File: src/rtl/fft_radix2_seq.sv
// -----------------------------------------------------------------------------
// fft_radix2_seq
//
// Iterative, in-place radix-2 decimation-in-time FFT of N = 2**LOG2N complex
// points. A frame is streamed in, transformed one butterfly per clock and then
// streamed out in natural bin order. Frames do not overlap.
//
//   LOAD    : accept N samples. Sample k goes to buffer address bitrev(k).
//   COMPUTE : LOG2N stages of N/2 butterflies, one butterfly per clock.
//   UNLOAD  : present bins 0..N-1 in order, with out_last on bin N-1.
//
// Handshake semantics (both ports): a transfer happens on a rising clk edge
// where valid and ready are both high. The producer keeps its payload stable
// while valid is high and ready is low. Neither valid depends combinationally
// on the other side's ready.
//
// Parameters
//   DW    : signed width of each real/imag component (input and output)
//   LOG2N : log2 of the transform size, 1..3
//   SCALE : 1 -> each butterfly output is shifted right by 1 (1/N overall)
//   TW_W  : twiddle width, twiddles are Q1.(TW_W-2)
//
// Ports
//   clk, rst            : clock, asynchronous active-high reset
//   in_valid/in_ready   : input sample handshake
//   in_re/in_im         : input sample, signed
//   out_valid/out_ready : output bin handshake
//   out_re/out_im       : output bin, signed; zero whenever out_valid is low
//   out_last            : marks bin N-1; zero whenever out_valid is low
//   done                : one-cycle pulse when the last butterfly is written
// -----------------------------------------------------------------------------
module fft_radix2_seq #(
  parameter int DW    = 16,
  parameter int LOG2N = 3,
  parameter int SCALE = 0,
  parameter int TW_W  = 16
) (
  input  logic                 clk,
  input  logic                 rst,
  input  logic                 in_valid,
  output logic                 in_ready,
  input  logic signed [DW-1:0] in_re,
  input  logic signed [DW-1:0] in_im,
  output logic                 out_valid,
  input  logic                 out_ready,
  output logic signed [DW-1:0] out_re,
  output logic signed [DW-1:0] out_im,
  output logic                 out_last,
  output logic                 done
);

  localparam int N  = 1 << LOG2N;
  localparam int AW = LOG2N;                         // buffer address width
  localparam int BW = (LOG2N > 1) ? (LOG2N - 1) : 1; // butterfly counter width
  localparam int EW = DW + 1;                        // butterfly working width
  localparam int PW = DW + TW_W + 1;                 // full complex product width

  localparam logic [AW-1:0] ADDR_LAST  = AW'(N - 1);
  localparam logic [BW-1:0] BFLY_LAST  = BW'(N / 2 - 1);
  localparam logic [1:0]    STAGE_LAST = 2'(LOG2N - 1);

  // Twiddle constants. 1.0 is 2**(TW_W-2); cos(pi/4) is derived from the
  // 16-bit value 11585 and rounded to the configured width.
  localparam longint TW_C_RAW = ((64'sd11585 <<< (TW_W - 2)) + 64'sd8192) >>> 14;
  localparam logic signed [TW_W-1:0] TW_ONE = TW_W'(64'sd1 <<< (TW_W - 2));
  localparam logic signed [TW_W-1:0] TW_C   = TW_W'(TW_C_RAW);

  // Round-half-up constant added before dropping the TW_W-2 fraction bits.
  localparam logic signed [PW-1:0] RND = PW'(64'sd1 <<< (TW_W - 3));

  typedef enum logic [1:0] {
    S_LOAD    = 2'd0,
    S_COMPUTE = 2'd1,
    S_UNLOAD  = 2'd2
  } state_t;

  state_t state;
  state_t state_nx;

  // Sample buffer. Contents are don't-care after reset, so no reset here.
  logic signed [DW-1:0] mem_re [N];
  logic signed [DW-1:0] mem_im [N];

  // Counters
  logic [AW-1:0] load_cnt;   // next input sample index k
  logic [AW-1:0] unload_cnt; // next output bin index m
  logic [1:0]    stage;      // butterfly stage s
  logic [BW-1:0] bfly;       // butterfly index b within the stage

  // Handshake / control
  logic load_fire;
  logic unload_fire;
  logic compute_en;
  logic last_bfly;

  // Butterfly addressing
  logic [AW-1:0] bfly_ext;
  logic [AW-1:0] span;       // h = 2**s
  logic [AW-1:0] pair_j;     // j = b mod h
  logic [AW-1:0] idx_p;      // top index
  logic [AW-1:0] idx_q;      // bottom index
  logic [1:0]    tw_idx;     // twiddle exponent of W8

  // Butterfly datapath
  logic signed [TW_W-1:0] w_re, w_im;
  logic signed [DW-1:0]   xp_re, xp_im, xq_re, xq_im;
  logic signed [PW-1:0]   prod_re, prod_im;
  logic signed [PW-1:0]   rnd_re, rnd_im;
  logic signed [EW-1:0]   t_re, t_im;
  logic signed [EW-1:0]   xp_ext_re, xp_ext_im;
  logic signed [EW-1:0]   sum_re, sum_im, dif_re, dif_im;
  logic signed [DW-1:0]   new_p_re, new_p_im, new_q_re, new_q_im;

  // Product bits that fall outside the DW+1 result window.
  logic unused_prod_bits;

  function automatic logic [AW-1:0] bitrev(input logic [AW-1:0] a);
    logic [AW-1:0] r;
    for (int i = 0; i < AW; i++) begin
      r[i] = a[AW-1-i];
    end
    return r;
  endfunction

  // ---------------------------------------------------------------------------
  // FSM: state register
  // ---------------------------------------------------------------------------
  always_ff @(posedge clk or posedge rst) begin
    if (rst) begin
      state <= S_LOAD;
    end else begin
      state <= state_nx;
    end
  end

  // ---------------------------------------------------------------------------
  // FSM: next state
  // ---------------------------------------------------------------------------
  always_comb begin
    state_nx = state;
    case (state)
      S_LOAD: begin
        if (load_fire && (load_cnt == ADDR_LAST)) begin
          state_nx = S_COMPUTE;
        end
      end
      S_COMPUTE: begin
        if (last_bfly) begin
          state_nx = S_UNLOAD;
        end
      end
      S_UNLOAD: begin
        if (unload_fire && (unload_cnt == ADDR_LAST)) begin
          state_nx = S_LOAD;
        end
      end
      default: state_nx = S_LOAD;
    endcase
  end

  // ---------------------------------------------------------------------------
  // FSM: outputs. Output data is forced to zero outside UNLOAD.
  // ---------------------------------------------------------------------------
  always_comb begin
    in_ready   = 1'b0;
    out_valid  = 1'b0;
    out_re     = '0;
    out_im     = '0;
    out_last   = 1'b0;
    compute_en = 1'b0;
    case (state)
      S_LOAD: begin
        in_ready = 1'b1;
      end
      S_COMPUTE: begin
        compute_en = 1'b1;
      end
      S_UNLOAD: begin
        out_valid = 1'b1;
        out_re    = mem_re[unload_cnt];
        out_im    = mem_im[unload_cnt];
        out_last  = (unload_cnt == ADDR_LAST);
      end
      default: ;
    endcase
  end

  assign load_fire   = in_valid & in_ready;
  assign unload_fire = out_valid & out_ready;
  assign last_bfly   = compute_en && (stage == STAGE_LAST) && (bfly == BFLY_LAST);

  // ---------------------------------------------------------------------------
  // Counters. load_cnt and unload_cnt wrap to 0 on their N-th handshake, so
  // they are already cleared for the next frame.
  // ---------------------------------------------------------------------------
  always_ff @(posedge clk or posedge rst) begin
    if (rst) begin
      load_cnt   <= '0;
      unload_cnt <= '0;
      stage      <= '0;
      bfly       <= '0;
    end else begin
      if (load_fire) begin
        load_cnt <= load_cnt + AW'(1);
      end
      if (compute_en) begin
        if (bfly == BFLY_LAST) begin
          bfly  <= '0;
          stage <= (stage == STAGE_LAST) ? 2'd0 : stage + 2'd1;
        end else begin
          bfly <= bfly + BW'(1);
        end
      end
      if (unload_fire) begin
        unload_cnt <= unload_cnt + AW'(1);
      end
    end
  end

  // Registered so the pulse lines up with the first cycle of UNLOAD.
  always_ff @(posedge clk or posedge rst) begin
    if (rst) begin
      done <= 1'b0;
    end else begin
      done <= last_bfly;
    end
  end

  // ---------------------------------------------------------------------------
  // Butterfly addressing:
  //   j = b mod h, p = (b / h) * 2h + j, q = p + h
  //   twiddle exponent = j * 8 / (2h) = j << (2 - s)
  // ---------------------------------------------------------------------------
  always_comb begin
    bfly_ext = AW'(bfly);
    span     = AW'(1) << stage;
    pair_j   = bfly_ext & (span - AW'(1));
    idx_p    = ((bfly_ext >> stage) << (stage + 2'd1)) | pair_j;
    idx_q    = idx_p | span;
    tw_idx   = 2'(pair_j << (2'd2 - stage));
  end

  always_comb begin
    w_re = TW_ONE;
    w_im = '0;
    case (tw_idx)
      2'd0: begin w_re = TW_ONE; w_im = '0;      end
      2'd1: begin w_re = TW_C;   w_im = -TW_C;   end
      2'd2: begin w_re = '0;     w_im = -TW_ONE; end
      default: begin w_re = -TW_C; w_im = -TW_C; end
    endcase
  end

  // ---------------------------------------------------------------------------
  // Butterfly datapath: t = W * x[q] rounded to DW+1 bits, then
  // x[p] + t and x[p] - t in DW+1 bits, then scale or wrap to DW bits.
  // ---------------------------------------------------------------------------
  always_comb begin
    xp_re = mem_re[idx_p];
    xp_im = mem_im[idx_p];
    xq_re = mem_re[idx_q];
    xq_im = mem_im[idx_q];

    prod_re = PW'(w_re) * PW'(xq_re) - PW'(w_im) * PW'(xq_im);
    prod_im = PW'(w_re) * PW'(xq_im) + PW'(w_im) * PW'(xq_re);
    rnd_re  = prod_re + RND;
    rnd_im  = prod_im + RND;

    // Dropping TW_W-2 fraction bits and keeping DW+1 bits is a slice.
    t_re = rnd_re[DW+TW_W-2:TW_W-2];
    t_im = rnd_im[DW+TW_W-2:TW_W-2];

    xp_ext_re = EW'(xp_re);
    xp_ext_im = EW'(xp_im);
    sum_re    = xp_ext_re + t_re;
    sum_im    = xp_ext_im + t_im;
    dif_re    = xp_ext_re - t_re;
    dif_im    = xp_ext_im - t_im;

    new_p_re = (SCALE != 0) ? sum_re[DW:1] : sum_re[DW-1:0];
    new_p_im = (SCALE != 0) ? sum_im[DW:1] : sum_im[DW-1:0];
    new_q_re = (SCALE != 0) ? dif_re[DW:1] : dif_re[DW-1:0];
    new_q_im = (SCALE != 0) ? dif_im[DW:1] : dif_im[DW-1:0];
  end

  assign unused_prod_bits = ^{rnd_re[PW-1:DW+TW_W-1], rnd_re[TW_W-3:0],
                              rnd_im[PW-1:DW+TW_W-1], rnd_im[TW_W-3:0]};

  // ---------------------------------------------------------------------------
  // Buffer writes: bit-reversed load, or an in-place butterfly update. A
  // butterfly reads p and q combinationally and writes both on the same edge.
  // ---------------------------------------------------------------------------
  always_ff @(posedge clk) begin
    if (load_fire) begin
      mem_re[bitrev(load_cnt)] <= in_re;
      mem_im[bitrev(load_cnt)] <= in_im;
    end else if (compute_en) begin
      mem_re[idx_p] <= new_p_re;
      mem_im[idx_p] <= new_p_im;
      mem_re[idx_q] <= new_q_re;
      mem_im[idx_q] <= new_q_im;
    end
  end

endmodule

File: config.mk
export PLATFORM = sky130hd
export DESIGN_NAME = fft_radix2_seq
export DESIGN_NICKNAME = d
export VERILOG_FILES = /design/src/rtl/fft_radix2_seq.sv
export SDC_FILE = /design/constraint.sdc
export NUM_CORES = 2
export LEC_CHECK = 0
export CORE_MARGIN = 1.5
export CORE_UTILIZATION = 55
export DETAILED_ROUTE_END_ITERATION = 10
export PLACE_DENSITY_LB_ADDON = 0.15
export SYNTH_ARGS = -nofsm -noshare
export SYNTH_HDL_FRONTEND = slang
export SYNTH_SLANG_ARGS = --single-unit
File: constraint.sdc
create_clock -name clk -period 13.1 [get_ports clk]
set_input_delay 2.62 -clock clk [delete_from_list [all_inputs] [get_ports clk]]
set_output_delay 2.62 -clock clk [all_outputs]
set_load 0.03 [all_outputs]
==> results.yml <==
route:
  drc: 0
  routedWlPerCell_um: 23.42
  met1_length_um: 58710
  wirelength_um: 151300
  via_per_inst: 5.664
  vias: 36600
  drtIter0Drc: 3317
  drtAntennaViolNets: 0
  dr_wl_met2_um: 71960
  dr.pass1.iters: 6
  wl_met3_um: 12460
  top_layer: "met4"
synthesis:
  yosysSeqAreaShare_pct: 16.57
  avgSynthCellArea_sq_um: 9.227
  synth_ff_type: "edfxtp_1"
  yosysTopAreaCell: "fa_1"
  synth_cells: 5242
  ys_types: 79
  synth_warnings: 0
  synthArstFlopShare_pct: 4.833
  synthTopCellsByArea: "fa_1 34%, edfxtp_1 16%, ha_1 10%"
  synth-edff-count: 256
  synth-seq-cells: 269
  syn_area_sq_um: 48370
  synth.top_cell.area_share_pct: 33.90
place:
  io_buffer_count: 71
  gp_congestion: 0.9557
  dpl.hpwl_um: 118000
  dp_slack_ns: 0.04277
  dpl.cell_count: 6384
clock_tree:
  clock-sinks: 269
  htreeDepth: 1
  clockBufferDepth: 3
  cts_tree: "built"
  clkTransAtPathRegs_ns: 0.08
  insertion_delay_ns: 0.56
  clock-root-buffer: "clkbuf_16"
  cts_buffers: 25
grt:
  grt_max_degree: 86
  grt_pass1_vias: 37660
  grt-ovfl-total: 0
  grt_use_total_pct: 34.32
  grt_pass1_wl_um: 229200
  antenna_found_initial: 2
critical_path:
  worst-setup-path-type: "flop to flop"
  path_delay_family: "adder cells"
  worst_path_largest_cell_delay_ns: 0.52
  reg2reg_to: "mem_re[5][15]"
  cp_max_fo: 23
  slowest_stage: "fa_1"
  start_kind: "flop"
  cp_data_arrival_time_ns: 12.71
  reg2reg_from: "stage[0]"
  crit_top_cell: "fa_1"
  endpoint_kind: "flop"
  cp.required_ns: 13.37
  reg2reg_slack_ns: 0.66
  path_buf_inv: 11
  ff2ff_path_depth: 50
sta:
  setup_tns_ns: 0
  maxSlewHeadroom_pct: 11.73
  fin_skew_ns: 0.01230
  finalCriticalPeriod_ns: 12.44
  tightest_slew_ns: 1.315
  max_freq_mhz: 80.37
  fin_ws_ns: 0.6578
  hold_ws_ns: 0.5350
  hold_viol: 0
  finalMaxSlewViolations: 0
  setup_viol: 0
  finalCritPeriodShare_pct: 94.98
flow_run:
  cap_violations: 0
finish:
  fill_cells: 7603
  fin_nets: 6548
  area_delta_synth_final_pct: 7.802
  instances_no_fill: 6461
  drive_above_1_share_pct: 6.654
outcome:
  status: "complete, no violations"
hold_path:
  min_from: "load_cnt[1]"
  hp-class: "flop to flop"
  hold_path_end: "load_cnt[1]"
  holdPathStages: 2
floorplanning:
  core.rowCount: 108
  fp.dieW_um: 299.6
  fp.coreArea_sq_um: 86890
  die-area_sq_um: 89730
  fp.dieH_um: 299.6
  num_io_pins: 72
  start_util_pct: 55.67
[worst reg2reg max path, delay by kind of cell (launching register included)]
family | cells | cell delay, ns
buf+inv | 11 | 1.27
mux | 1 | 0.10
flops | 1 | 0.39
xor+xnor | 1 | 0.19
fa+ha+maj | 11 | 4.76
simple gates | 13 | 2.65
compound gates | 13 | 2.77
[layout make-up]
cell class / instances / area (sq um) / share of cell area [%]
clock inverter: 16 / 128.9 / 0.2472
multi-input combinational: 3581 / 35510 / 68.09
tap: 1155 / 1445 / 2.772
inverter: 1194 / 4486 / 8.603
clock buffer: 28 / 636.9 / 1.221
sequential: 269 / 8023 / 15.39
antenna: 1 / 2.502 / 0.004799
timing repair buffer: 217 / 1914 / 3.671
[routing by layer]
metal  global-route usage, %  vias up
li1                        -    16430
met1                   46.19    18070
met2                   56.67     1738
met3                   3.573      351
met4                   15.09        0
met5                       0        -
[sequential cells by signal, indices dropped and copies added, names as in the netlist]
signal,flops
bfly,2
done,1
load_cnt,3
mem_im,128
mem_re,128
stage,2
state,2
unload_cnt,3
[Yosys cell counts (3+ instances only)]
library cell	instances
a21o_1	32
o21bai_1	22
nand2_1	668
or2_2	6
mux2i_1	95
fa_1	819
a21boi_0	5
nor2b_1	39
nor3_1	18
buf_1	36
edfxtp_1	256
nand4_1	4
a21oi_1	266
buf_2	5
xnor2_1	121
mux4_2	68
o21ai_0	95
dfrtp_1	13
a2111oi_0	3
a211oi_1	9
inv_1	1191
nor2_1	308
or3_1	8
xor2_1	33
clkbuf_1	162
o21a_1	11
mux2_2	8
and2_1	59
nand2b_1	50
o31ai_1	11
ha_1	405
and3_1	12
nand3_1	324
a31oi_1	8
nor3b_1	4
o2111ai_1	3
o21ai_1	9
[worst max path at each step]
stage             start       endpoint  slack [ns]  cells after the start
2_1_floorplan  stage[0]  mem_re[0][15]        1.05                     52
3_3_place_gp   stage[0]  mem_re[5][14]        0.18                     49
3_5_place_dp   stage[0]  mem_im[5][14]        0.04                     46
4_1_cts        stage[0]  mem_im[1][14]        0.07                     45
5_1_grt        stage[0]  mem_re[5][15]       -0.02                     46
6_report       stage[0]  mem_re[5][15]        0.66                     50
[cell families after synthesis]
logic type                 Yosys count  share of synthesized area (%)
buffers and inverters             1400                          10.92
AOI/OAI and AO/OA                  504                          6.035
muxes                              173                          5.412
adders and majority gates         1224                          44.37
other                                2                        0.01553
DFF                                269                          16.57
and+or+nand+nor                   1512                          13.73
xor gates and xnor gates           158                          2.949
[stage by stage]
| stage | cell area [sq um] | utilization (%) |
|---|---|---|
| global route | 52140 | 60.01 |
| floorplan | 48380 | - |
| global placement | 50920 | 58.60 |
| detailed placement | 50920 | 58.60 |
| finish | 52140 | 60.01 |
| CTS | 51720 | 59.53 |
[cells in the final DEF, fill, tap and decap left out, types with 9 or more instances in the layout]
cell / n
a21o_1: 32
o21ai_0: 89
nand2b_1: 47
edfxtp_1: 256
nor2_1: 305
and2_1: 56
clkdlybuf4s50_1: 71
nor3_1: 13
ha_1: 403
a21oi_1: 265
buf_4: 136
dfrtp_1: 9
o21ai_1: 10
nand2_2: 13
fa_1: 816
o31ai_1: 11
inv_1: 1189
nor2b_1: 37
o21bai_1: 22
o21a_1: 11
clkinvlp_4: 9
nand3_1: 318
clkbuf_16: 25
xnor2_1: 118
mux2i_1: 95
mux4_2: 68
xor2_1: 32
and3_1: 12
nand2_1: 655
[what timing repair did]
item,4_1_cts,5_1_grt
buffers inserted,3,23
hold buffers,0,0
pin swaps,3,8
setup endpoints to repair,4,136
cloned,2,4
gates resized for setup,0,44
endpoints found under the hold margin,0,0
Power is left out: the tool's default activity adds up to more than one toggle a clock period on the data nets, which glitch-free logic cannot reach.
